## src/rtl/mc_ctrl_pkg.sv

```systemverilog
// Shared encodings for the multi-cycle controller and the single-cycle instruction decoder.
package mc_ctrl_pkg;

  localparam logic [5:0] OP_RTYPE = 6'b000000;
  localparam logic [5:0] OP_J     = 6'b000010;
  localparam logic [5:0] OP_JAL   = 6'b000011;
  localparam logic [5:0] OP_BNE   = 6'b000101;
  localparam logic [5:0] OP_ADDI  = 6'b001000;
  localparam logic [5:0] OP_XORI  = 6'b001110;
  localparam logic [5:0] OP_LW    = 6'b100011;
  localparam logic [5:0] OP_SW    = 6'b101011;

  localparam logic [5:0] FN_JR  = 6'b001000;
  localparam logic [5:0] FN_ADD = 6'b100000;
  localparam logic [5:0] FN_SUB = 6'b100010;
  localparam logic [5:0] FN_SLT = 6'b101010;

  typedef enum logic [3:0] {
    S_FETCH    = 4'd0,
    S_DECODE   = 4'd1,
    S_MEMADR   = 4'd2,
    S_MEMRD    = 4'd3,
    S_MEMWR    = 4'd4,
    S_LW_WB    = 4'd5,
    S_EXEC_R   = 4'd6,
    S_R_WB     = 4'd7,
    S_EXEC_I   = 4'd8,
    S_I_WB     = 4'd9,
    S_BRANCH   = 4'd10,
    S_JUMP     = 4'd11,
    S_JUMP_REG = 4'd12,
    S_JAL_WB   = 4'd13,
    S_TRAP     = 4'd14
  } state_t;

  typedef enum logic [2:0] {ALU_ADD = 3'b000, ALU_SUB = 3'b001, ALU_XOR = 3'b010, ALU_SLT = 3'b011} aluop_t;
  typedef enum logic [1:0] {PC_ALU = 2'b00, PC_ALUOUT = 2'b01, PC_JUMP = 2'b10, PC_RS = 2'b11} pcsrc_t;
  typedef enum logic [1:0] {SRCB_RT = 2'b00, SRCB_FOUR = 2'b01, SRCB_IMM = 2'b10, SRCB_BR = 2'b11} alusrcb_t;
  typedef enum logic [1:0] {RD_RT = 2'b00, RD_RD = 2'b01, RD_RA = 2'b10} regdst_t;
  typedef enum logic [1:0] {MR_ALU = 2'b00, MR_MDR = 2'b01, MR_PC = 2'b10} memtoreg_t;

  typedef struct packed {
    logic mem;
    logic rtype;
    logic itype;
    logic branch;
    logic jump;
    logic jal;
    logic jr;
    logic illegal;
  } op_class_t;

  function automatic aluop_t funct_aluop(logic [5:0] funct);
    case (funct)
      FN_SUB:  return ALU_SUB;
      FN_SLT:  return ALU_SLT;
      default: return ALU_ADD;
    endcase
  endfunction

endpackage

```

## src/rtl/multicycle_controller_if.sv

```systemverilog
// Instruction-field inputs, memory handshake and datapath controls of the multi-cycle controller.
interface multicycle_controller_if;
  logic [5:0] opcode;
  logic [5:0] funct;
  logic       mem_ready;
  logic       mem_req;
  logic       mem_we;
  logic       iord;
  logic       irwrite;
  logic       pcwrite;
  logic       pcwrite_ne;
  logic [1:0] pcsrc;
  logic       alusrca;
  logic [1:0] alusrcb;
  logic       extop;
  logic [2:0] aluop;
  logic [1:0] regdst;
  logic [1:0] memtoreg;
  logic       regwrite;
  logic       mem_timeout;
  logic [3:0] state_dbg;

  modport master (
    input  opcode, funct, mem_ready,
    output mem_req, mem_we, iord, irwrite, pcwrite, pcwrite_ne, pcsrc, alusrca, alusrcb,
           extop, aluop, regdst, memtoreg, regwrite, mem_timeout, state_dbg
  );

  modport slave (
    output opcode, funct, mem_ready,
    input  mem_req, mem_we, iord, irwrite, pcwrite, pcwrite_ne, pcsrc, alusrca, alusrcb,
           extop, aluop, regdst, memtoreg, regwrite, mem_timeout, state_dbg
  );
endinterface

```

## src/rtl/mc_op_classify.sv

```systemverilog
// Opcode/funct to one-hot instruction class, consumed by the DECODE next-state logic.
module mc_op_classify
  import mc_ctrl_pkg::*;
(
  input  logic [5:0] opcode,
  input  logic [5:0] funct,
  output op_class_t  op_class
);

  always_comb begin
    op_class = '0;
    case (opcode)
      OP_LW, OP_SW:     op_class.mem    = 1'b1;
      OP_ADDI, OP_XORI: op_class.itype  = 1'b1;
      OP_BNE:           op_class.branch = 1'b1;
      OP_J:             op_class.jump   = 1'b1;
      OP_JAL:           op_class.jal    = 1'b1;
      OP_RTYPE: begin
        case (funct)
          FN_ADD, FN_SUB, FN_SLT: op_class.rtype   = 1'b1;
          FN_JR:                  op_class.jr      = 1'b1;
          default:                op_class.illegal = 1'b1;
        endcase
      end
      default:          op_class.illegal = 1'b1;
    endcase
  end

endmodule

```

## src/rtl/multicycle_controller.sv

```systemverilog
// Multi-cycle datapath sequencer with memory wait timeout; ILLEGAL_TRAP_EN makes unknown ops lock in TRAP.
// state      | meaning
// FETCH      | read instruction at PC, PC+4 on mem_ready
// DECODE     | branch target into ALUOut, dispatch on class
// MEMADR     | rs + sign-ext imm address
// MEMRD/WR   | data access at ALUOut, waits on mem_ready
// LW_WB      | MDR -> rt
// EXEC_R/R_WB| R-type ALU op, result -> rd
// EXEC_I/I_WB| immediate ALU op, result -> rt
// BRANCH     | BNE compare, PC <- ALUOut if not zero
// JUMP/JUMP_REG/JAL_WB | PC <- target / rs / target with link
// TRAP       | illegal instruction, held until reset
module multicycle_controller
  import mc_ctrl_pkg::*;
#(
  parameter int MAX_WAIT = 15,
  parameter int CNT_W    = 4
) (
  input  logic clk,
  input  logic reset,
  multicycle_controller_if.master bus
);

`ifdef ILLEGAL_TRAP_EN
  localparam state_t ILLEGAL_NEXT = S_TRAP;
`else
  localparam state_t ILLEGAL_NEXT = S_FETCH;
`endif
  localparam logic [CNT_W-1:0] WAIT_LIMIT = CNT_W'(MAX_WAIT);

  state_t           state, state_nxt;
  op_class_t        op_class;
  logic [CNT_W-1:0] wait_cnt;
  logic             timeout_q;
  logic             stall, enter_mem;

  mc_op_classify u_classify (
    .opcode   (bus.opcode),
    .funct    (bus.funct),
    .op_class (op_class)
  );

  always_ff @(posedge clk) begin
    if (reset) state <= S_FETCH;
    else       state <= state_nxt;
  end

  always_comb begin
    state_nxt = state;
    case (state)
      S_FETCH:  if (bus.mem_ready) state_nxt = S_DECODE;
      S_DECODE: begin
        state_nxt = S_FETCH;
        if      (op_class.mem)     state_nxt = S_MEMADR;
        else if (op_class.rtype)   state_nxt = S_EXEC_R;
        else if (op_class.itype)   state_nxt = S_EXEC_I;
        else if (op_class.branch)  state_nxt = S_BRANCH;
        else if (op_class.jump)    state_nxt = S_JUMP;
        else if (op_class.jal)     state_nxt = S_JAL_WB;
        else if (op_class.jr)      state_nxt = S_JUMP_REG;
        else if (op_class.illegal) state_nxt = ILLEGAL_NEXT;
      end
      S_MEMADR: state_nxt = (bus.opcode == OP_LW) ? S_MEMRD : S_MEMWR;
      S_MEMRD:  if (bus.mem_ready) state_nxt = S_LW_WB;
      S_MEMWR:  if (bus.mem_ready) state_nxt = S_FETCH;
      S_EXEC_R: state_nxt = S_R_WB;
      S_EXEC_I: state_nxt = S_I_WB;
      S_TRAP:   state_nxt = S_TRAP;
      default:  state_nxt = S_FETCH;
    endcase
  end

  always_comb begin
    bus.mem_req    = 1'b0;
    bus.mem_we     = 1'b0;
    bus.iord       = 1'b0;
    bus.irwrite    = 1'b0;
    bus.pcwrite    = 1'b0;
    bus.pcwrite_ne = 1'b0;
    bus.pcsrc      = PC_ALU;
    bus.alusrca    = 1'b0;
    bus.alusrcb    = SRCB_RT;
    bus.extop      = 1'b0;
    bus.aluop      = ALU_ADD;
    bus.regdst     = RD_RT;
    bus.memtoreg   = MR_ALU;
    bus.regwrite   = 1'b0;
    case (state)
      S_FETCH: begin
        bus.mem_req = 1'b1;
        bus.alusrcb = SRCB_FOUR;
        if (bus.mem_ready) begin
          bus.irwrite = 1'b1;
          bus.pcwrite = 1'b1;
        end
      end
      S_DECODE: bus.alusrcb = SRCB_BR;
      S_MEMADR: begin
        bus.alusrca = 1'b1;
        bus.alusrcb = SRCB_IMM;
        bus.extop   = 1'b1;
      end
      S_MEMRD: begin
        bus.mem_req = 1'b1;
        bus.iord    = 1'b1;
      end
      S_MEMWR: begin
        bus.mem_req = 1'b1;
        bus.mem_we  = 1'b1;
        bus.iord    = 1'b1;
      end
      S_LW_WB: begin
        bus.regwrite = 1'b1;
        bus.memtoreg = MR_MDR;
      end
      S_EXEC_R: begin
        bus.alusrca = 1'b1;
        bus.aluop   = funct_aluop(bus.funct);
      end
      S_R_WB: begin
        bus.regwrite = 1'b1;
        bus.regdst   = RD_RD;
      end
      S_EXEC_I: begin
        bus.alusrca = 1'b1;
        bus.alusrcb = SRCB_IMM;
        // XORI zero-extends its immediate, ADDI sign-extends
        if (bus.opcode == OP_XORI) bus.aluop = ALU_XOR;
        else                       bus.extop = 1'b1;
      end
      S_I_WB: bus.regwrite = 1'b1;
      S_BRANCH: begin
        bus.alusrca    = 1'b1;
        bus.aluop      = ALU_SUB;
        bus.pcwrite_ne = 1'b1;
        bus.pcsrc      = PC_ALUOUT;
      end
      S_JUMP: begin
        bus.pcwrite = 1'b1;
        bus.pcsrc   = PC_JUMP;
      end
      S_JUMP_REG: begin
        bus.pcwrite = 1'b1;
        bus.pcsrc   = PC_RS;
      end
      S_JAL_WB: begin
        bus.regwrite = 1'b1;
        bus.regdst   = RD_RA;
        bus.memtoreg = MR_PC;
        bus.pcwrite  = 1'b1;
        bus.pcsrc    = PC_JUMP;
      end
      default: ;
    endcase
  end

  assign stall     = bus.mem_req && !bus.mem_ready;
  assign enter_mem = (state_nxt != state) && (state_nxt inside {S_FETCH, S_MEMRD, S_MEMWR});

  always_ff @(posedge clk) begin
    if (reset) begin
      wait_cnt  <= '0;
      timeout_q <= 1'b0;
    end else begin
      if (stall && (wait_cnt == WAIT_LIMIT)) timeout_q <= 1'b1;
      if (enter_mem)                               wait_cnt <= '0;
      else if (stall && (wait_cnt != WAIT_LIMIT))  wait_cnt <= wait_cnt + CNT_W'(1);
    end
  end

  assign bus.mem_timeout = timeout_q;
  assign bus.state_dbg   = state;

endmodule
```

## src/flat_wrapper.sv

```systemverilog
// flat-port wrapper written by rule: the top's interface ports become plain ports
module multicycle_controller_flat import mc_ctrl_pkg::*;
#(
  parameter int MAX_WAIT = 15,
  parameter int CNT_W    = 4
)
  (clk, reset, bus_opcode, bus_funct, bus_mem_ready, bus_mem_req, bus_mem_we, bus_iord, bus_irwrite, bus_pcwrite, bus_pcwrite_ne, bus_pcsrc, bus_alusrca, bus_alusrcb, bus_extop, bus_aluop, bus_regdst, bus_memtoreg, bus_regwrite, bus_mem_timeout, bus_state_dbg);
  multicycle_controller_if bus_i ();
  input  logic clk;
  input  logic reset;
  input wire logic [$bits(bus_i.opcode)-1:0] bus_opcode;
  input wire logic [$bits(bus_i.funct)-1:0] bus_funct;
  input wire logic [$bits(bus_i.mem_ready)-1:0] bus_mem_ready;
  output wire logic [$bits(bus_i.mem_req)-1:0] bus_mem_req;
  output wire logic [$bits(bus_i.mem_we)-1:0] bus_mem_we;
  output wire logic [$bits(bus_i.iord)-1:0] bus_iord;
  output wire logic [$bits(bus_i.irwrite)-1:0] bus_irwrite;
  output wire logic [$bits(bus_i.pcwrite)-1:0] bus_pcwrite;
  output wire logic [$bits(bus_i.pcwrite_ne)-1:0] bus_pcwrite_ne;
  output wire logic [$bits(bus_i.pcsrc)-1:0] bus_pcsrc;
  output wire logic [$bits(bus_i.alusrca)-1:0] bus_alusrca;
  output wire logic [$bits(bus_i.alusrcb)-1:0] bus_alusrcb;
  output wire logic [$bits(bus_i.extop)-1:0] bus_extop;
  output wire logic [$bits(bus_i.aluop)-1:0] bus_aluop;
  output wire logic [$bits(bus_i.regdst)-1:0] bus_regdst;
  output wire logic [$bits(bus_i.memtoreg)-1:0] bus_memtoreg;
  output wire logic [$bits(bus_i.regwrite)-1:0] bus_regwrite;
  output wire logic [$bits(bus_i.mem_timeout)-1:0] bus_mem_timeout;
  output wire logic [$bits(bus_i.state_dbg)-1:0] bus_state_dbg;
  assign bus_i.opcode = bus_opcode;
  assign bus_i.funct = bus_funct;
  assign bus_i.mem_ready = bus_mem_ready;
  assign bus_mem_req = bus_i.mem_req;
  assign bus_mem_we = bus_i.mem_we;
  assign bus_iord = bus_i.iord;
  assign bus_irwrite = bus_i.irwrite;
  assign bus_pcwrite = bus_i.pcwrite;
  assign bus_pcwrite_ne = bus_i.pcwrite_ne;
  assign bus_pcsrc = bus_i.pcsrc;
  assign bus_alusrca = bus_i.alusrca;
  assign bus_alusrcb = bus_i.alusrcb;
  assign bus_extop = bus_i.extop;
  assign bus_aluop = bus_i.aluop;
  assign bus_regdst = bus_i.regdst;
  assign bus_memtoreg = bus_i.memtoreg;
  assign bus_regwrite = bus_i.regwrite;
  assign bus_mem_timeout = bus_i.mem_timeout;
  assign bus_state_dbg = bus_i.state_dbg;
  multicycle_controller #(.MAX_WAIT(MAX_WAIT), .CNT_W(CNT_W)) u_core (.clk(clk), .reset(reset), .bus(bus_i));
endmodule
```

## config.mk

```make
export PLATFORM = sky130hd
export DESIGN_NAME = multicycle_controller_flat
export DESIGN_NICKNAME = d
export VERILOG_FILES = /design/src/rtl/mc_ctrl_pkg.sv /design/src/rtl/multicycle_controller_if.sv /design/src/rtl/mc_op_classify.sv /design/src/rtl/multicycle_controller.sv /design/src/flat_wrapper.sv
export SDC_FILE = /design/constraint.sdc
export NUM_CORES = 1
export LEC_CHECK = 0
export BUFFER_PORTS_ARGS = -buffer_cell sky130_fd_sc_hd__buf_2
export CAP_MARGIN = 15
export CELL_PAD_IN_SITES_DETAIL_PLACEMENT = 0
export CELL_PAD_IN_SITES_GLOBAL_PLACEMENT = 1
export CORE_ASPECT_RATIO = 0.5
export CORE_MARGIN = 1.5
export CORE_UTILIZATION = 30
export DETAILED_ROUTE_END_ITERATION = 8
export PLACE_DENSITY_LB_ADDON = 0.15
export SLEW_MARGIN = 20
export SYNTH_ARGS = -nofsm -noshare
export SYNTH_HDL_FRONTEND = slang
export SYNTH_SLANG_ARGS = --single-unit
```

## constraint.sdc

```tcl
create_clock -name clk -period 4.7 [get_ports clk]
set_input_delay 0.47 -clock clk [delete_from_list [all_inputs] [get_ports clk]]
set_output_delay 0.47 -clock clk [all_outputs]
set_load 0.01 [all_outputs]
```

Word level (Yosys, flattened, before mapping)
Index checks and enable logic that the tools add are counted.

Bits in registers: 9. Latch bits: 0. Bits in writable memories: 0. Memory bits (read-only): 0. Input bits: 15. Output and inout bits: 25. Memories kept: 0.

Add/sub/neg operators: 1. Multipliers: 0. Div/mod/pow operators: 0. Magnitude comparators: 0. Eq/ne operators: 30. Shift operators: 0. Multiplexer cells: 39. Bitwise gates (word level): 0. Reduce and logical (&&, ||, !) cells: 20.

Operators with widths (number): 2-to-1 mux 4 bit (10); equality test 4 bit, second input constant (8); case mux 4 bit (8 select lines) (1); equality test 6 bit, second input constant (5); equality test 4 x 3 -> 1 bit, second input constant (5); equality test 6 x 4 -> 1 bit, second input constant (3); 2-to-1 mux 1 bit (18); equality test 4 x 2 -> 1 bit, second input constant (3); equality test 6 x 2 -> 1 bit, second input constant (2); case mux 2 bit (2 select lines) (3); case mux 2 bit (3 select lines) (2); OR reduction 2 bit (6); case mux 3 bit (3 select lines) (1); OR reduction 3 bit (3); logical NOT 4 bit (2); OR reduction 4 bit (2); equality test 6 x 3 -> 1 bit, second input constant (1); logical NOT 6 bit (1); adder 4 x 1 -> 4 bit, second input constant (1); equality test 4 x 1 -> 1 bit, second input constant (1); logical AND 1 bit (4); != test 4 bit (1); != test 4 bit, second input constant (1); case mux 1 bit (2 select lines) (2); other kinds (4) (4).

Logic depth before layout (Yosys ltp)
Depth in word-level cells: 15. Mapped depth: 7. Gate-level depth less buffers: 6.

Modules after synthesis
Synthesis repeated with hierarchy kept, for this count alone.

Cells, all modules: 152. Area, all modules: 1098.6 µm².

Modules (own cells, without submodules): multicycle_controller (instances 1, cells each 125, area each 894.6 µm², seq. area each 180.2 µm²); mc_op_classify (instances 1, cells each 27, area each 203.9 µm², seq. area each 0.0 µm²).

Worst setup path after synthesis
OpenSTA, ideal clock, no wires.

Path kind: input-to-reg. Start: input port bus_opcode[0]. End: register u_core.wait_cnt[2]. Library setup time: 0.134 ns. Arrival: 1.874 ns. Required time: 4.566 ns. Slack: 2.692 ns. Cell stages on the path: 7. Path buffers: 1. Cell sequence: clkbuf_2 -> and3b_1 -> or3_1 -> o2111ai_2 -> nand3_2 -> nor4b_2 -> nor3_1.

Word-level cells in the longest chain between the ends: 14.

RTL lines: from (decl) (line flat_wrapper.sv:11) `input wire logic [$bits(bus_i.opcode)-1:0] bus_opcode;`; logical NOT 6 bit (line mc_op_classify.sv:12) `case (opcode)`; 2-to-1 mux 1 bit (line mc_op_classify.sv:12); 2-to-1 mux 4 bit (line multicycle_controller.sv:60) `else if (op_class.jr) state_nxt = S_JUMP_REG;`; 2-to-1 mux 4 bit (line multicycle_controller.sv:59) `else if (op_class.jal) state_nxt = S_JAL_WB;`; 2-to-1 mux 4 bit (line multicycle_controller.sv:58) `else if (op_class.jump) state_nxt = S_JUMP;`; 2-to-1 mux 4 bit (line multicycle_controller.sv:57) `else if (op_class.branch) state_nxt = S_BRANCH;`; 2-to-1 mux 4 bit (line multicycle_controller.sv:56) `else if (op_class.itype) state_nxt = S_EXEC_I;`; 2-to-1 mux 4 bit (line multicycle_controller.sv:55) `else if (op_class.rtype) state_nxt = S_EXEC_R;`; 2-to-1 mux 4 bit (line multicycle_controller.sv:54) `if (op_class.mem) state_nxt = S_MEMADR;`; case mux 4 bit (8 select lines) * (line multicycle_controller.sv:50) `case (state)`; equality test 4 x 2 -> 1 bit, or another cell as far along (line multicycle_controller.sv:158) `assign enter_mem = (state_nxt != state) && (state_nxt inside {S_FETCH, S_MEMRD, S_MEMWR});`; nonzero test 3 bit (line multicycle_controller.sv:158); logical AND 1 bit * (line multicycle_controller.sv:158); OR reduction 2 bit (no line) *; to (signal assigned) (line multicycle_controller.sv:167) `else if (stall && (wait_cnt != WAIT_LIMIT)) wait_cnt <= wait_cnt + CNT_W'(1);`; to (decl) (line multicycle_controller.sv:33) `logic [CNT_W-1:0] wait_cnt;`.

Mark *: on every way between the ends. The rest lies on a longest branch, timed or not. A chain may end at the register's enable or synchronous reset.

Worst setup path after layout
Start: register u_core.state[3] (netlist: u_core.bus.state_dbg[3]). End: output port bus_aluop[1].

Word-level cells in the longest chain between the ends: 2.

RTL lines: from (decl) (line multicycle_controller.sv:31) `state_t state, state_nxt;`; from (signal assigned) (line multicycle_controller.sv:45) `else state <= state_nxt;`; equality test 4 bit / equality test 4 x 3 -> 1 bit (equally long branches); case mux 3 bit (3 select lines) * (line multicycle_controller.sv:88) `case (state)`; to (decl) (line flat_wrapper.sv:24) `output wire logic [$bits(bus_i.aluop)-1:0] bus_aluop;`.

Marks and branches as above.

==> results.md <==
- Number of setup violations in the final report: 0
- Failing checks: DRC
- Yosys warns: 0
- Clock slew at reported path FFs: 40 ps
- Post-synthesis adder-cell area fraction: 1.23%
- Die area: 3780 sq um
- Post-cts sizing count: 0
- GR met3 Demand/Resource: 3.73%
- Row count: 14
- Die Ht: 44.2 um
- Synth top cells by count: 20 x nor2_1, 10 x nand2b_1, 9 x dfxtp_1
- Period Utilization, post-route: 50.4%
- Antenna diodes: 0
- Number of distinct library cells after synthesis: 46
- Port bufs: 38
- Tightest Pin Transition: 695 ps
- Starting DRC count in detailed routing: 27
- Min Tclk post-route: 2370 ps
- Most used routing layer: met2
- Grt ovf: 0
- Reg2reg path depth: 6
- Slowest-stage cell, CP: dfxtp_1
- Largest net degree at the start of global routing: 23
- Top-count cell post-synth: nor2_1
- Worst Setup SP: u_core.bus.state_dbg[3]
- Async S/R FF share, synth: 0%
- Number of synthesized flops with an enable pin: 0
- Vias in the first global route: 1,003
- DR pass1 iterations: 7
- Syn avg cell area: 7.23 sq um
- Relative slew slack: 53.6%
- Share of layout cells above drive strength 1: 28.8%
- DRC viols: 3
- DR WL/cell: 13.1 um
- Synth Area in XOR/XNOR: 2.58%
- Avg Vias per Cell: 5.39
- Leakage Power: 0.000534 uW
- Cell Area, Synth: 1020 sq um
- GR Layer Usage met2: 23.1%
- Htree depth: 1
- Vias: 1,131
- Cell taking the most area after synthesis: dfxtp_1
- Synth top area cells: dfxtp_1 18%, nor2_1 7.4%, nand2b_1 6.1%
- Dominant synthesized flop cell: dfxtp_1
- Critical path arrival: 1900 ps
- Root Driver: clkbuf_8
- Power Density: 186 nW/um^2
- Total power: 230 uW
- Area Overhead vs Synth: 21.2%
- Worst-skew pair later-pin latency: 230 ps
- Mapped Cells: 141
- CTS Buf Count: 3
- Worst clock skew: 1.39 ps
- Mux share of post-synthesis cell area: 1.96%
- Nets@finish: 187
- Worst hold path type: register to register
- Crit-path max cell delay: 730 ps
- WHS Path Cells: 2
- Core Footprint: 3120 sq um
- Die Span X: 85.5 um
- CP Class: register to output pin
- Worst vdd ir: 0.0971 mV
- Syn Nets: 157
- Status: complete, but fails checks
- Synth Area in Simple Gates: 52.6%
- Sequential share of the synthesized area: 17.7%
- # IOs: 40
- GPL Wtd Cong: 0.780
- Largest family of logic cells by synthesized area: simple AND/OR/NAND/NOR gates
- Setup total negative slack: 0 ps
- Final Util: 39.6%
- CP endpoint: bus_aluop[1]
- Max Cap Viol: 0
- Flops & latches, synth: 9
- First-pass GRT wire length: 4550 um
- Final hold violation count: 0
- Postcts setup bufs: 0
- DRT antenna net count: 0
- TritonCTS clock tree: built
- Fmax: 0.422 GHz
- Worst setup SP type: register
- Crit path cell chain: nand2b_1 > or4_1 > o21ai_0 > buf_2
- Crit Path Max Fanout: 19
- Initial antenna violation count: 0
- CP Capture Type: output pin
- Post-cts hold buffer count: 0
- Met1 Use GR: 20.9%
- CTS sink cnt: 9
- Final Max Tran Viols: 0
- Worst R2R End: u_core.wait_cnt[2]
- Final wirelength: 2750 um
- Max Root-Sink Buffers: 2
- Post-DP HPWL: 2140 um
- RSZ-0062 raised after global routing: false
- Reg2Reg Launch Point: u_core.bus.state_dbg[0]
- Total GRT Usage: 14.9%
- Worst EP required: 4230 ps
- Area share of the largest cell type after synthesis: 17.7%
- Synth Area in Compound Gates: 16.4%
- Initial core utilization: 32.7%
- Reg2reg setup slack: 2380 ps
## area by class of cell
cell class                 count  area, sq um
multi-input combinational    118          767
sequential                     9          180
inverter                       1         3.75
tap                           40         50.0
timing repair buffer          38          190
fill                         366         1880
clock buffer                   4         45.0
## flip-flops by register name, indices dropped and copies added, names as in the netlist
register and flops:
u_core.wait_cnt 4, u_core.bus.mem_timeout 1, u_core.bus.state_dbg 4
## cell usage in the layout (no fill, tap or decap), types with 2 or more instances in the layout
master,count
and3_1,3
nand2b_1,10
buf_2,38
xor2_1,2
nor2_1,20
nand2_1,7
nand4_1,6
and3b_1,3
o21a_1,3
nand3_1,3
o211ai_1,2
dfxtp_1,9
a21oi_1,8
nand3b_1,3
mux2i_1,2
clkbuf_8,3
nor4_1,4
nor3_1,8
o21ai_0,3
nor2b_1,6
nor3b_1,3
## how the worst min path moves through the flow
| stage | slack (ps) | to | from |
|---|---|---|---|
| floorplan | 510 | u_core.bus.mem_timeout | u_core.bus.mem_timeout |
| global placement | 460 | u_core.bus.mem_timeout | u_core.bus.mem_timeout |
| detailed placement | 460 | u_core.bus.mem_timeout | u_core.bus.mem_timeout |
| CTS | 480 | u_core.bus.mem_timeout | u_core.bus.mem_timeout |
| global route | 530 | u_core.bus.state_dbg[0] | reset |
| finish | 470 | u_core.bus.mem_timeout | u_core.bus.mem_timeout |
## routing by layer
metal | part of all wire, % | wire length, um
met3 | 6.5 | 178
met5 | 0 | 0
met1 | 50 | 1370
met4 | 1.0 | 28
met2 | 43 | 1170
## per-stage QoR
stage / std cells / hold slack [ps] / area (sq um) / setup slack [ps]
after CTS: 210 / 478 / 1240 / 2310
after detailed placement: 206 / 463 / 1190 / 2380
after global placement: 206 / 457 / 1190 / 2450
after floorplan: 141 / 511 / 1020 / 2690
after global routing: 210 / 526 / 1240 / 2140
final: 210 / 469 / 1240 / 2330
## cells by family (layout without fill, tap and decap cells)
logic type               count (synthesis)  in the layout
adder cells (fa/ha/maj)                  1              1
XOR/XNOR                                 3              3
AND/OR/NAND/NOR                         87             87
AO/OA/AOI/OAI                           24             24
other                                    1              1
flip-flops                               9              9
buffers and inverters                   14             43
multiplexers                             2              2
## report_power, final
| part | switching, uW | total [uW] | leakage, uW | internal, uW |
|---|---|---|---|---|
| Sequential | 6.99 | 86.4 | 0.0000730 | 79.4 |
| Combinational | 30.1 | 55.0 | 0.000438 | 24.9 |
| Clock | 29.3 | 88.3 | 0.0000228 | 59.0 |
| Total | 66.4 | 230 | 0.000534 | 163 |
## worst max-delay path: cells and delay by family, from the launching register on
kind	cells	cell delay, ps
compound gates	1	80
buf+inv	1	150
flops	1	730
simple gates	2	700
No activity file was read; power rests on OpenSTA's default activity.
